===== src/rtl/pea_ctrl_pkg.sv =====
// Shared definitions for the PE02 control word: field positions, opcodes,
// the idle control word and the sequencer state encoding.
package pea_ctrl_pkg;

  localparam int CTRL_W  = 11;

  localparam int DST_MSB = 10;
  localparam int DST_LSB = 8;
  localparam int OP1_MSB = 7;
  localparam int OP1_LSB = 5;
  localparam int OP2_MSB = 4;
  localparam int OP2_LSB = 2;
  localparam int OPC_MSB = 1;
  localparam int OPC_LSB = 0;

  typedef enum logic [1:0] {
    OPC_ADD = 2'b00,
    OPC_SUB = 2'b01,
    OPC_MUL = 2'b10,
    OPC_DIV = 2'b11
  } opcode_e;

  localparam logic [CTRL_W-1:0] CTRL_NOP = '0;

  typedef enum logic {
    IDLE = 1'b0,
    RUN  = 1'b1
  } state_e;

  function automatic logic [CTRL_W-1:0] make_ctrl(input logic [2:0] dst,
                                                  input logic [2:0] op1,
                                                  input logic [2:0] op2,
                                                  input opcode_e    opc);
    logic [CTRL_W-1:0] w;
    w = CTRL_NOP;
    w[DST_MSB:DST_LSB] = dst;
    w[OP1_MSB:OP1_LSB] = op1;
    w[OP2_MSB:OP2_LSB] = op2;
    w[OPC_MSB:OPC_LSB] = opc;
    return w;
  endfunction

endpackage


===== src/rtl/pe_ctx_mem.sv =====
// Context memory: register file cleared to the idle word on reset, one
// synchronous write port and one combinational read port.
module pe_ctx_mem
  import pea_ctrl_pkg::*;
#(
  parameter int DEPTH      = 16,
  parameter int AW         = $clog2(DEPTH),
  parameter int CTRL_WIDTH = 11
) (
  input  logic                  clk,
  input  logic                  rst_n,
  input  logic                  we_i,
  input  logic [AW-1:0]         waddr_i,
  input  logic [CTRL_WIDTH-1:0] wdata_i,
  input  logic [AW-1:0]         raddr_i,
  output logic [CTRL_WIDTH-1:0] rdata_o
);

  localparam logic [CTRL_WIDTH-1:0] NOP_WORD = CTRL_WIDTH'(CTRL_NOP);

  logic [CTRL_WIDTH-1:0] mem_q [DEPTH];

  always_ff @(posedge clk or negedge rst_n) begin
    if (!rst_n) begin
      for (int i = 0; i < DEPTH; i++) begin
        mem_q[i] <= NOP_WORD;
      end
    end else if (we_i) begin
      mem_q[waddr_i] <= wdata_i;
    end
  end

  assign rdata_o = mem_q[raddr_i];

endmodule


===== src/rtl/pe_ctrl_sequencer.sv =====
// Issues a stored program of PE control words, each held for a dwell,
// repeated for a number of passes; all outputs come straight from registers.
module pe_ctrl_sequencer
  import pea_ctrl_pkg::*;
#(
  parameter int CTRL_WIDTH = 11,
  parameter int DEPTH      = 16,
  parameter int AW         = $clog2(DEPTH),
  parameter int DWELL_W    = 8,
  parameter int ITER_W     = 8
) (
  input  logic                  clk,
  input  logic                  rst_n,
  input  logic                  cfg_we,
  input  logic [AW-1:0]         cfg_addr,
  input  logic [CTRL_WIDTH-1:0] cfg_wdata,
  input  logic                  start,
  input  logic [AW:0]           prog_len,
  input  logic [ITER_W-1:0]     iter_cnt,
  input  logic [DWELL_W-1:0]    dwell,
  input  logic                  abort,
  output logic [CTRL_WIDTH-1:0] ctrl,
  output logic                  ctrl_valid,
  output logic                  busy,
  output logic                  done,
  output logic [AW-1:0]         pc,
  output state_e                dbg_state
);

  localparam logic [CTRL_WIDTH-1:0] NOP_WORD = CTRL_WIDTH'(CTRL_NOP);
  localparam logic [AW:0]           LEN_MAX  = (AW+1)'(DEPTH);

  state_e                state_q, state_d;
  logic [CTRL_WIDTH-1:0] ctrl_q, ctrl_d;
  logic                  valid_q, valid_d;
  logic                  busy_q, busy_d;
  logic                  done_q, done_d;
  logic [AW-1:0]         pc_q, pc_d;
  logic [AW:0]           len_q, len_d;
  logic [ITER_W-1:0]     iter_q, iter_d;
  logic [DWELL_W-1:0]    rld_q, rld_d;
  logic [DWELL_W-1:0]    dcnt_q, dcnt_d;

  logic                  mem_we;
  logic [AW-1:0]         rd_addr;
  logic [CTRL_WIDTH-1:0] rd_data;
  logic                  last_word;
  logic [AW-1:0]         next_pc;
  logic [DWELL_W-1:0]    dwell_rld;

  pe_ctx_mem #(
    .DEPTH      (DEPTH),
    .AW         (AW),
    .CTRL_WIDTH (CTRL_WIDTH)
  ) u_mem (
    .clk     (clk),
    .rst_n   (rst_n),
    .we_i    (mem_we),
    .waddr_i (cfg_addr),
    .wdata_i (cfg_wdata),
    .raddr_i (rd_addr),
    .rdata_o (rd_data)
  );

  // Memory is writable only while idle, so a running program cannot change.
  assign mem_we    = cfg_we && (state_q == IDLE);
  assign last_word = ({1'b0, pc_q} == (len_q - (AW+1)'(1)));
  assign next_pc   = last_word ? '0 : pc_q + AW'(1);
  assign rd_addr   = (state_q == RUN) ? next_pc : '0;
  // Counter holds D-1 so a dwell of 0 behaves like a dwell of 1.
  assign dwell_rld = (dwell == '0) ? '0 : dwell - DWELL_W'(1);

  always_ff @(posedge clk or negedge rst_n) begin
    if (!rst_n) begin
      state_q <= IDLE;
      ctrl_q  <= NOP_WORD;
      valid_q <= 1'b0;
      busy_q  <= 1'b0;
      done_q  <= 1'b0;
      pc_q    <= '0;
      len_q   <= '0;
      iter_q  <= '0;
      rld_q   <= '0;
      dcnt_q  <= '0;
    end else begin
      state_q <= state_d;
      ctrl_q  <= ctrl_d;
      valid_q <= valid_d;
      busy_q  <= busy_d;
      done_q  <= done_d;
      pc_q    <= pc_d;
      len_q   <= len_d;
      iter_q  <= iter_d;
      rld_q   <= rld_d;
      dcnt_q  <= dcnt_d;
    end
  end

  always_comb begin
    state_d = state_q;
    ctrl_d  = ctrl_q;
    valid_d = valid_q;
    busy_d  = busy_q;
    done_d  = 1'b0;
    pc_d    = pc_q;
    len_d   = len_q;
    iter_d  = iter_q;
    rld_d   = rld_q;
    dcnt_d  = dcnt_q;

    unique case (state_q)
      IDLE: begin
        if (start && !abort) begin
          if (prog_len == '0) begin
            done_d = 1'b1;
          end else begin
            state_d = RUN;
            len_d   = (prog_len > LEN_MAX) ? LEN_MAX : prog_len;
            iter_d  = iter_cnt;
            rld_d   = dwell_rld;
            dcnt_d  = dwell_rld;
            pc_d    = '0;
            valid_d = 1'b1;
            busy_d  = 1'b1;
            // Bypass a same-cycle write to word 0 so the first word is fresh.
            ctrl_d  = (cfg_we && (cfg_addr == '0)) ? cfg_wdata : rd_data;
          end
        end
      end

      RUN: begin
        if (abort) begin
          state_d = IDLE;
          ctrl_d  = NOP_WORD;
          valid_d = 1'b0;
          busy_d  = 1'b0;
          pc_d    = '0;
        end else if (dcnt_q != '0) begin
          dcnt_d = dcnt_q - DWELL_W'(1);
        end else if (last_word && (iter_q == '0)) begin
          state_d = IDLE;
          ctrl_d  = NOP_WORD;
          valid_d = 1'b0;
          busy_d  = 1'b0;
          pc_d    = '0;
          done_d  = 1'b1;
        end else begin
          pc_d   = next_pc;
          ctrl_d = rd_data;
          dcnt_d = rld_q;
          if (last_word) begin
            iter_d = (iter_q != '0) ? iter_q - ITER_W'(1) : '0;
          end
        end
      end

      default: begin
        state_d = IDLE;
      end
    endcase
  end

  assign ctrl       = ctrl_q;
  assign ctrl_valid = valid_q;
  assign busy       = busy_q;
  assign done       = done_q;
  assign pc         = pc_q;
  assign dbg_state  = state_q;

endmodule


===== config.mk =====
export PLATFORM = sky130hd
export DESIGN_NAME = pe_ctrl_sequencer
export DESIGN_NICKNAME = d
export VERILOG_FILES = /design/src/rtl/pea_ctrl_pkg.sv /design/src/rtl/pe_ctx_mem.sv /design/src/rtl/pe_ctrl_sequencer.sv
export SDC_FILE = /design/constraint.sdc
export NUM_CORES = 1
export LEC_CHECK = 0
export ABC_AREA = 1
export BUFFER_PORTS_ARGS = -buffer_cell sky130_fd_sc_hd__buf_2
export CORE_MARGIN = 2
export CORE_UTILIZATION = 52
export DETAILED_ROUTE_END_ITERATION = 8
export PLACE_DENSITY = 0.81
export SYNTH_ARGS = -nofsm -noshare
export SYNTH_HDL_FRONTEND = slang
export SYNTH_SLANG_ARGS = --single-unit
export TNS_END_PERCENT = 20

===== constraint.sdc =====
create_clock -name clk -period 3.2 [get_ports clk]
set_input_delay 0.16 -clock clk [delete_from_list [all_inputs] [get_ports clk]]
set_output_delay 0.16 -clock clk [all_outputs]
set_load 0.05 [all_outputs]

* Yosys cells after proc, flatten, opt, wreduce, memory -nomap -nowiden
Index checks and enable logic that the tools add are counted.
** Operators by class
- $add $sub $neg :: 5
- Order comparisons :: 4
- Equality and inequality tests :: 10
- Mux-type cells :: 55
- Bitwise operators :: 4
- Reduce and logical (&&, ||, !) cells :: 17
** Operators by type and width (number)
- $bwmux 176 :: 1
- $mux 8 :: 13
- $mux 11 :: 9
- $bmux 11 s4 :: 1
- $demux 11 s4 :: 1
- $pmux 8 s2 :: 2
- $mux 4 :: 7
- $sub 8x1->8 const B :: 3
- $pmux 11 s2 :: 1
- $logic_not 8->1 :: 2
- $reduce_bool 8->1 :: 2
- $mux 1 :: 15
- $ge 5x5->1 const B :: 2
- $not 4->5 :: 2
- $ne 2x2->1 const B :: 4
- $pmux 4 s2 :: 1
- $reduce_and 4->1 :: 2
- $ne 3x3->1 const B :: 2
- $pmux 1 s2 :: 3
- $reduce_and 3->1 :: 2
- $reduce_and 6->1 :: 1
- $eq 4x5->1 :: 1
- $gt 5x5->1 const B :: 1
- $logic_and 1x1->1 :: 5
- other kinds (10) :: 12
** Storage, ports and cells
- Register bits :: 223
- Bits of input ports :: 41

* Logic depth before layout (Yosys ltp)
Gate-level depths: netlist of run 1.
- Depth in word-level cells :: 12
- Mapped depth :: 18
- Depth with buffers taken out :: 17

* Cells and area by module
From an unflattened synthesis of run 1, not the netlist that was laid out.
** Second synthesis, totals
- Cell total of the unflattened synthesis :: 1581
- Area, all modules :: 11638.7 µm²
** Modules (own cells, without submodules)
- pe_ctx_mem :: instances 1, cells each 1145, area an instance 8530.7 µm²
- pe_ctrl_sequencer :: instances 1, cells each 436, area an instance 3108.0 µm²

* Worst setup path after synthesis of run 1
Ideal clock, no wire load.
- Kind :: reg2reg
- Start point :: reg pc_q[0] (netlist: pc[0])
- End point :: reg ctrl_q[0] (netlist: ctrl[0])
- Library setup time :: 122 ps
- Data arrival time :: 2010 ps
- Path slack :: 1067 ps
- Stages on the path, launching flop included :: 10
- Buffers on the path :: 1
- Cells stage by stage :: dfrtp_1 -> ha_1 -> nand2_1 -> a21oi_2 -> clkbuf_1 -> nand3_1 -> nand3_1 -> nand3_1 -> nand3_1 -> a21oi_1
** On the way
- Word-level cells in the longest chain between the ends :: 11
** Ends and longest elaborated chain
- from (decl) :: RTL line pe_ctrl_sequencer.sv:38 : logic [AW-1:0] pc_q, pc_d;
- from (signal assigned) :: RTL line pe_ctrl_sequencer.sv:91 : pc_q <= pc_d;
- $add 4x1->4 or $eq 4x5->1 (tied branches) :: RTL line pe_ctrl_sequencer.sv:68, pe_ctrl_sequencer.sv:67
- $mux 4 :: RTL line pe_ctrl_sequencer.sv:68 : assign next_pc = last_word ? '0 : pc_q + AW'(1);
- $mux 4 :: RTL line pe_ctrl_sequencer.sv:69 : assign rd_addr = (state_q == RUN) ? next_pc : '0;
- $not 4->5 (implied by the code) :: RTL line pe_ctx_mem.sv:33 : assign rdata_o = mem_q[raddr_i];
- $bmux 11 s4 :: RTL line pe_ctx_mem.sv:33
- $mux 11 (implied by the code) (2 in series) :: RTL line pe_ctx_mem.sv:33
- $mux 11 (on tied branches) :: RTL line pe_ctrl_sequencer.sv:140, pe_ctrl_sequencer.sv:126
- $mux 11 (on tied branches) :: RTL line pe_ctrl_sequencer.sv:138, pe_ctrl_sequencer.sv:114
- $mux 11 (on tied branches) :: RTL line pe_ctrl_sequencer.sv:132, pe_ctrl_sequencer.sv:113
- $pmux 11 s2 (*) :: RTL line pe_ctrl_sequencer.sv:111 : unique case (state_q)
- to (signal assigned) :: RTL line pe_ctrl_sequencer.sv:87 : ctrl_q <= ctrl_d;
- to (decl) :: RTL line pe_ctrl_sequencer.sv:34 : logic [CTRL_WIDTH-1:0] ctrl_q, ctrl_d;
Mark *: on every way between the ends. The rest lies on a longest branch, timed or not. The select of a mux whose other input is x is not followed.
A chain may end at the register's enable or synchronous reset.

==> metrics.md, run 1 <==
| Metric | Value |
|---|---|
| Setup ws final | 0.305 ns |
| DRT antenna net count | 0 |
| Ys flop type | dfrtp_1 |
| Die Ht | 149 µm |
| Status | finished, final reports clean |
| Post-synth EDFFs | 0 |
| Skew-Pair Late Insertion Delay | 0.52 ns |
| Port buffer count | 59 |
| MaxCap Viol Count | 0 |
| Final Cycle Share | 90.5% |
| Initial Util | 52.7% |
| Vias in the first global route | 9862 |
| Final core utilization | 59.8% |
| Largest net degree at the start of global routing | 102 |
| Register bit total from synthesis | 223 |
| Slew at the pin with the worst max-slew slack | 0.953 ns |
| Mean post-synth cell area | 7.94 µm² |
| Seq/Total Area, Yosys | 50.7% |
| Clock transition at path regs | 0.06 ns |
| Final net count | 1462 |
| Global-route wire length before repair | 50300 µm |
| Fin crit period | 2.89 ns |
| TritonCTS clock tree | yes |
| Syn Inst Count | 1386 |
| Row count | 53 |
| CTS Root Cell | clkbuf_16 |
| Layout cells sized above 1 | 10.9% |
| Worst Path Class, Setup | flip-flop to flip-flop |
| Finish-stage setup viols | 0 |
| CTS sink count | 223 |
| Worst vdd ir | 0.000398 V |
| Vias | 10300 |
| Placer Congestion | 0.911 |
| Congestion Overflow GR | 0 |
| Setup Total Neg Slack | 0 ns |
| Total Power | 12000 µW |
| Lkg Pwr | 0.00585 µW |
| Area delta synth->final | 13.5% |
| TritonRoute pass-1 iters | 7 |
| Most frequent cells in the layout | nand2_1, nand3_1, dfrtp_1 |
| Final cell count without fillers | 1707 |
| Crit-path max FO | 16 |
| Fmax | 345 MHz |
| Unrepaired setup endpoints after global routing | false |
| Pre-CTS WS | 0.494 ns |
| Cells after DPL | 1642 |
| DRC Markers | 0 |
| Most common cell after layout, fill and taps aside | nand2_1 |
| Setup repair bufs after CTS | 0 |
| P per Cell Area | 959 nW/µm² |
| Final Hold Viols | 0 |
| Post-synth ARST share | 100% |
| Req. time, crit path | 3.65 ns |
| I/O pin count | 60 |
| Cts repair resizes | 0 |
| Distinct cell type count after synthesis | 37 |
| Antenna violations before repair | 0 |
| Nature of the critical path startpoint | flip-flop |
| Post-synthesis cell area | 11000 µm² |
| Die Area | 22300 µm² |
| HPWL Detailed | 19100 µm |
| Clk buf depth | 3 |
| H-tree depth | 1 |
| GRT Resource Usage Total | 28.1% |
| Crit end category | flip-flop |
| Core area | 20900 µm² |
| Post-Route WL | 31000 µm |
| Synth Net Count | 1433 |
| Skew final | 0.0120 ns |
| Die X | 149 µm |
| WL per Instance | 18.2 µm |
| Slew HR | 36.3% |
| Diode count | 0 |
| Initial detailed-routing violation count | 1253 |
| Critical path arrival | 3.35 ns |
| Synthesis Warnings | 0 |
| Worst min path class | input port to flip-flop |
| Slew Viols, Final | 0 |
| Via density | 6.02 |
| Total CTS buffers | 23 |
sequential cells by signal, summed over array words and instances (netlist names):
signal / cells
u_mem.mem_q: 176
ctrl: 11
dcnt_q: 8
iter_q: 8
rld_q: 8
len_q: 5
pc: 4
busy: 1
dbg_state: 1
done: 1
kinds of logic (layout without fill, tap and decap cells):
| group | Yosys count | count (layout) | share of synthesized area (%) |
|---|---|---|---|
| AOI/OAI and AO/OA | 266 | 266 | 12.5 |
| adders and majority gates | 6 | 6 | 0.682 |
| DFF | 223 | 223 | 50.7 |
| and+or+nand+nor | 720 | 720 | 29.1 |
| buffers and inverters | 164 | 210 | 6.38 |
| xor gates and xnor gates | 7 | 7 | 0.557 |
worst paths after layout:
check	cells after the start	slack (ns)	startpoint	end
setup / recovery	13	0.31	dcnt_q[0]$_DFFE_PN0P_	len_q[3]$_DFFE_PN0P_
hold / removal	5	0.006	iter_cnt[0]	iter_q[0]$_DFFE_PN0P_
setup reg to reg	13	0.31	dcnt_q[0]$_DFFE_PN0P_	len_q[3]$_DFFE_PN0P_
hold reg to reg	2	0.48	rld_q[3]$_DFFE_PN0P_	rld_q[3]$_DFFE_PN0P_
max in group asynchronous	3	1.97	rst_n	u_mem.mem_q[100]$_DFFE_PN0P_
min in group asynchronous	2	0.25	rst_n	iter_q[1]$_DFFE_PN0P_
cell type report:
class	instances	area (µm²)
clock buffers	29	648
clock inverters	13	200
fillers	1765	8400
well taps	275	344
inverters	65	246
repair buffers	103	743
flip-flops and latches	223	5580
multi-input cells	999	4730
synthesized netlist by cell type, drive strengths merged, types with 2 or more instances:
cell type | n | share of area [%]
o211ai | 2 | 0.14
buf | 39 | 2.1
clkbuf | 60 | 2.0
xor2 | 7 | 0.56
o31ai | 2 | 0.26
ha | 6 | 0.68
a21oi | 46 | 2.2
nor4 | 2 | 0.11
o21ai | 206 | 9.4
nand4 | 9 | 0.63
nor3 | 3 | 0.14
o22ai | 5 | 0.28
nand3 | 269 | 13
nor2 | 69 | 2.9
inv | 65 | 2.2
a31oi | 4 | 0.23
dfrtp | 223 | 51
nand2 | 363 | 13
or2 | 4 | 0.23
power by group:
group          switching (µW)  leakage (µW)  internal, µW  total (µW)
logic                    2770       0.00256          1470        4250
clock network            1140      0.000420          1840        2980
registers                 749       0.00288          4010        4760
worst max-delay path, stage by stage, from the launching register on:
cell and delay, ns:
dfrtp_1 0.39, inv_1 0.13, ha_1 0.18, nand2_1 0.09, nor2_4 0.17, inv_2 0.14
nand2_2 0.12, inv_2 0.07, nor2_8 0.25, inv_2 0.19, nor2_4 0.28, nand2_1 0.14
o22ai_1 0.12, dlygate4sd3_1 0.56
stage by stage:
step / hold slack (ns) / instance area [µm²]
2_1_floorplan: -0.136 / 11000
3_3_place_gp: 0.259 / 11400
3_5_place_dp: 0.251 / 11400
4_1_cts: 0.000254 / 12500
5_1_grt: 0.0148 / 12500
6_report: 0.00583 / 12500
per-layer routing:
metal	vias up	part of all wire, %	track usage [%]
li1	4689	-	-
met3	101	10	4.45
met5	-	0	0
met2	624	46	44.5
met4	0	3.1	9.86
met1	4856	41	39.6
repair_timing:
action	in CTS	in global routing
setup endpoints to repair	0	0
hold buffers	23	0
endpoints found under the hold margin	116	0
No activity file was read; power rests on OpenSTA's default activity.
==> run 2, diff against run 1 <==
PLACE_DENSITY = 0.83   (was 0.81)
clock period = 2.4 ns   (was 3.2 ns; I/O delays follow)
==> run 2 against run 1 <==
- the run now ends with design-rule violations left
- global-route usage up 0.80 points
- sequential share of layout area is 3.1 points lower
- clock power grew 21%
- critical path type unchanged
- clock skew rose by 0.0021 ns
- non-clock buffer count increased by 54
- highest routed layer unchanged
- power up 41%
- combinational power rose by 63%
- sequential power grew 34%
- via count grew 6.3%
==> metrics.md, run 2 (synthesis results as in run 1) <==
| Metric | Value |
|---|---|
| Status | finished, violations left |
| Failing checks | design-rule violations |
| Post-Route WL | 35900 µm |
| Worst R2R Path Depth | 16 |
| Largest net degree at the start of global routing | 72 |
| WL per Instance | 20.4 µm |
| Fmax | 419 MHz |
| Most frequent CP cell | nand3_2 |
| Fill count | 1563 |
| Total CTS buffers | 23 |
| Top reg by flops | u_mem.mem_q |
| Cells after DPL | 1669 |
| Slew at the pin with the worst max-slew slack | 0.812 ns |
| Slew Viols, Final | 0 |
| CP peak stage delay | 0.39 ns |
| Clk buf depth | 3 |
| Global-route wire length before repair | 51800 µm |
| MaxCap Viol Count | 0 |
| Most frequent cells in the layout | nand2_1, nand3_1, dfrtp_1 |
| TritonCTS clock tree | yes |
| Total Power | 16900 µW |
| Multi-input gate area | 5010 µm² |
| Sequential cell area | 5580 µm² |
| Most common cell after layout, fill and taps aside | nand2_1 |
| Max reg flops | 176 |
| Die Ht | 149 µm |
| Vias in the first global route | 10300 |
| Clock transition at path regs | 0.06 ns |
| Congestion Overflow GR | 0 |
| GRT Resource Usage Total | 28.9% |
| Core area | 20900 µm² |
| Final Cycle Share | 99.3% |
| DRC Markers | 1 |
| Skew-Pair Late Insertion Delay | 0.51 ns |
| Slowest cell on crit path | dfrtp_1 |
| Req. time, crit path | 2.84 ns |
| Layout cells sized above 1 | 16.6% |
| Row count | 53 |
| CTS Root Cell | clkbuf_16 |
| HPWL Detailed | 19600 µm |
| CTS sink count | 223 |
| Crit-path max FO | 8 |
| Buf/Inv on CP | 3 |
| Critical path arrival | 2.82 ns |
| Crit path depth | 16 |
| Worst vdd ir | 0.000618 V |
| Vias | 10900 |
| Area delta synth->final | 21.9% |
| Worst Path Class, Setup | flip-flop to flip-flop |
| Slew HR | 45.7% |
| Final net count | 1517 |
| CP Cell Sequence | inv_2 > ha_4 > nand2_2 > inv_2 > nor2_4 > nand3_2 > nor2_4 > nand2_8 > nand2_8 > buf_6 > nand2_1 > nand3_1 > nand3_2 > nand3_2 > nand3_2 > a21oi_2 |
| Antenna violations before repair | 0 |
| P per Cell Area | 1260 nW/µm² |
| Lkg Pwr | 0.00623 µW |
| Crit end category | flip-flop |
| Port buffer count | 59 |
| TritonRoute pass-1 iters | 9 |
| Via density | 6.20 |
| H-tree depth | 1 |
| Top delay family on crit path | simple AND/OR/NAND/NOR gates |
| DRT antenna net count | 0 |
| Worst min path class | input port to flip-flop |
| I/O pin count | 60 |
| Diode count | 0 |
| Worst hold path depth | 4 |
| Initial Util | 52.7% |
| Die Area | 22300 µm² |
| Final cell count without fillers | 1760 |
| Fin crit period | 2.38 ns |
| Placer Congestion | 0.897 |
| Finish-stage setup viols | 0 |
| Final Hold Viols | 0 |
| Skew final | 0.0141 ns |
| Die X | 149 µm |
| Nature of the critical path startpoint | flip-flop |
| Initial detailed-routing violation count | 1662 |
-- run 2: cell types whose count changed in the layout (fill, tap and decap cells not counted), sizes merged --
cell / previous run / this run
nand2: 363 / 364
clkbuf: 29 / 41
bufinv: 5 / 2
inv: 66 / 64
buf: 80 / 120
clkinv: 6 / 4
dlygate4sd3: 23 / 30
-- run 2: path summary, 6_finish.rpt --
kind / from / end / slack (ns)
setup reg to reg: len_q[0]$_DFFE_PN0P_ / ctrl[0]$_DFFE_PN0P_ / 0.02
min in group asynchronous: rst_n / iter_q[1]$_DFFE_PN0P_ / 0.16
hold / removal: dwell[4] / rld_q[4]$_DFFE_PN0P_ / 0.01
hold reg to reg: rld_q[2]$_DFFE_PN0P_ / rld_q[2]$_DFFE_PN0P_ / 0.48
setup / recovery: len_q[0]$_DFFE_PN0P_ / ctrl[0]$_DFFE_PN0P_ / 0.02
max in group asynchronous: rst_n / u_mem.mem_q[125]$_DFFE_PN0P_ / 1.52
-- run 2: what timing repair did --
item                       in CTS  in global routing
buffers inserted                0                  9
pin swaps                       0                 19
setup endpoints to repair      10                 22
hold buffers                   30                  0
hold endpoints to repair       93                  0
gates resized for setup         7                 76
cloned                          0                 12
-- run 2: worst min-delay path: cells and delay by family --
family          cells  cell delay [ns]
simple gates        2             0.16
buf+inv             1             0.10
compound gates      1             0.10
-- run 2: power breakdown --
part	leakage, µW	total [µW]	switching (µW)	internal, µW
logic	0.00297	6930	4330	2590
clock network	0.000376	3620	1460	2160
registers	0.00288	6390	1050	5350
-- run 2: per-stage QoR --
stage          hold slack (ns)  setup TNS [ns]  setup slack, ns  utilization [%]  cell area [µm²]
3_5_place_dp             0.127           -1.15           -0.161             55.9            11700
4_1_cts                0.00726          -0.153          -0.0351             61.1            12800
5_1_grt                 0.0840          -0.280          -0.0763             64.2            13400
2_1_floorplan           -0.176               0            0.267                -            11000
6_report                0.0118               0           0.0158             64.2            13400
3_3_place_gp             0.131        -0.00849         -0.00849             55.9            11700
-- run 2: cell type report --
cell class	instances	share of cell area (%)
well taps	275	2.57
flip-flops and latches	223	41.6
clock inverters	6	0.597
inverters	65	1.88
multi-input cells	1000	37.4
clock buffers	34	5.05
repair buffers	157	10.9
-- run 2: routing by layer --
layer  part of all wire (%)  up-vias  track usage [%]  wire length [µm]
li1                       -     4803                -                 -
met1                     38     5160             39.7             13700
met2                     45      785             44.7             16200
met3                     13      164             6.80              4490
met4                    4.1        0             11.1              1480
met5                      0        -                0                 0
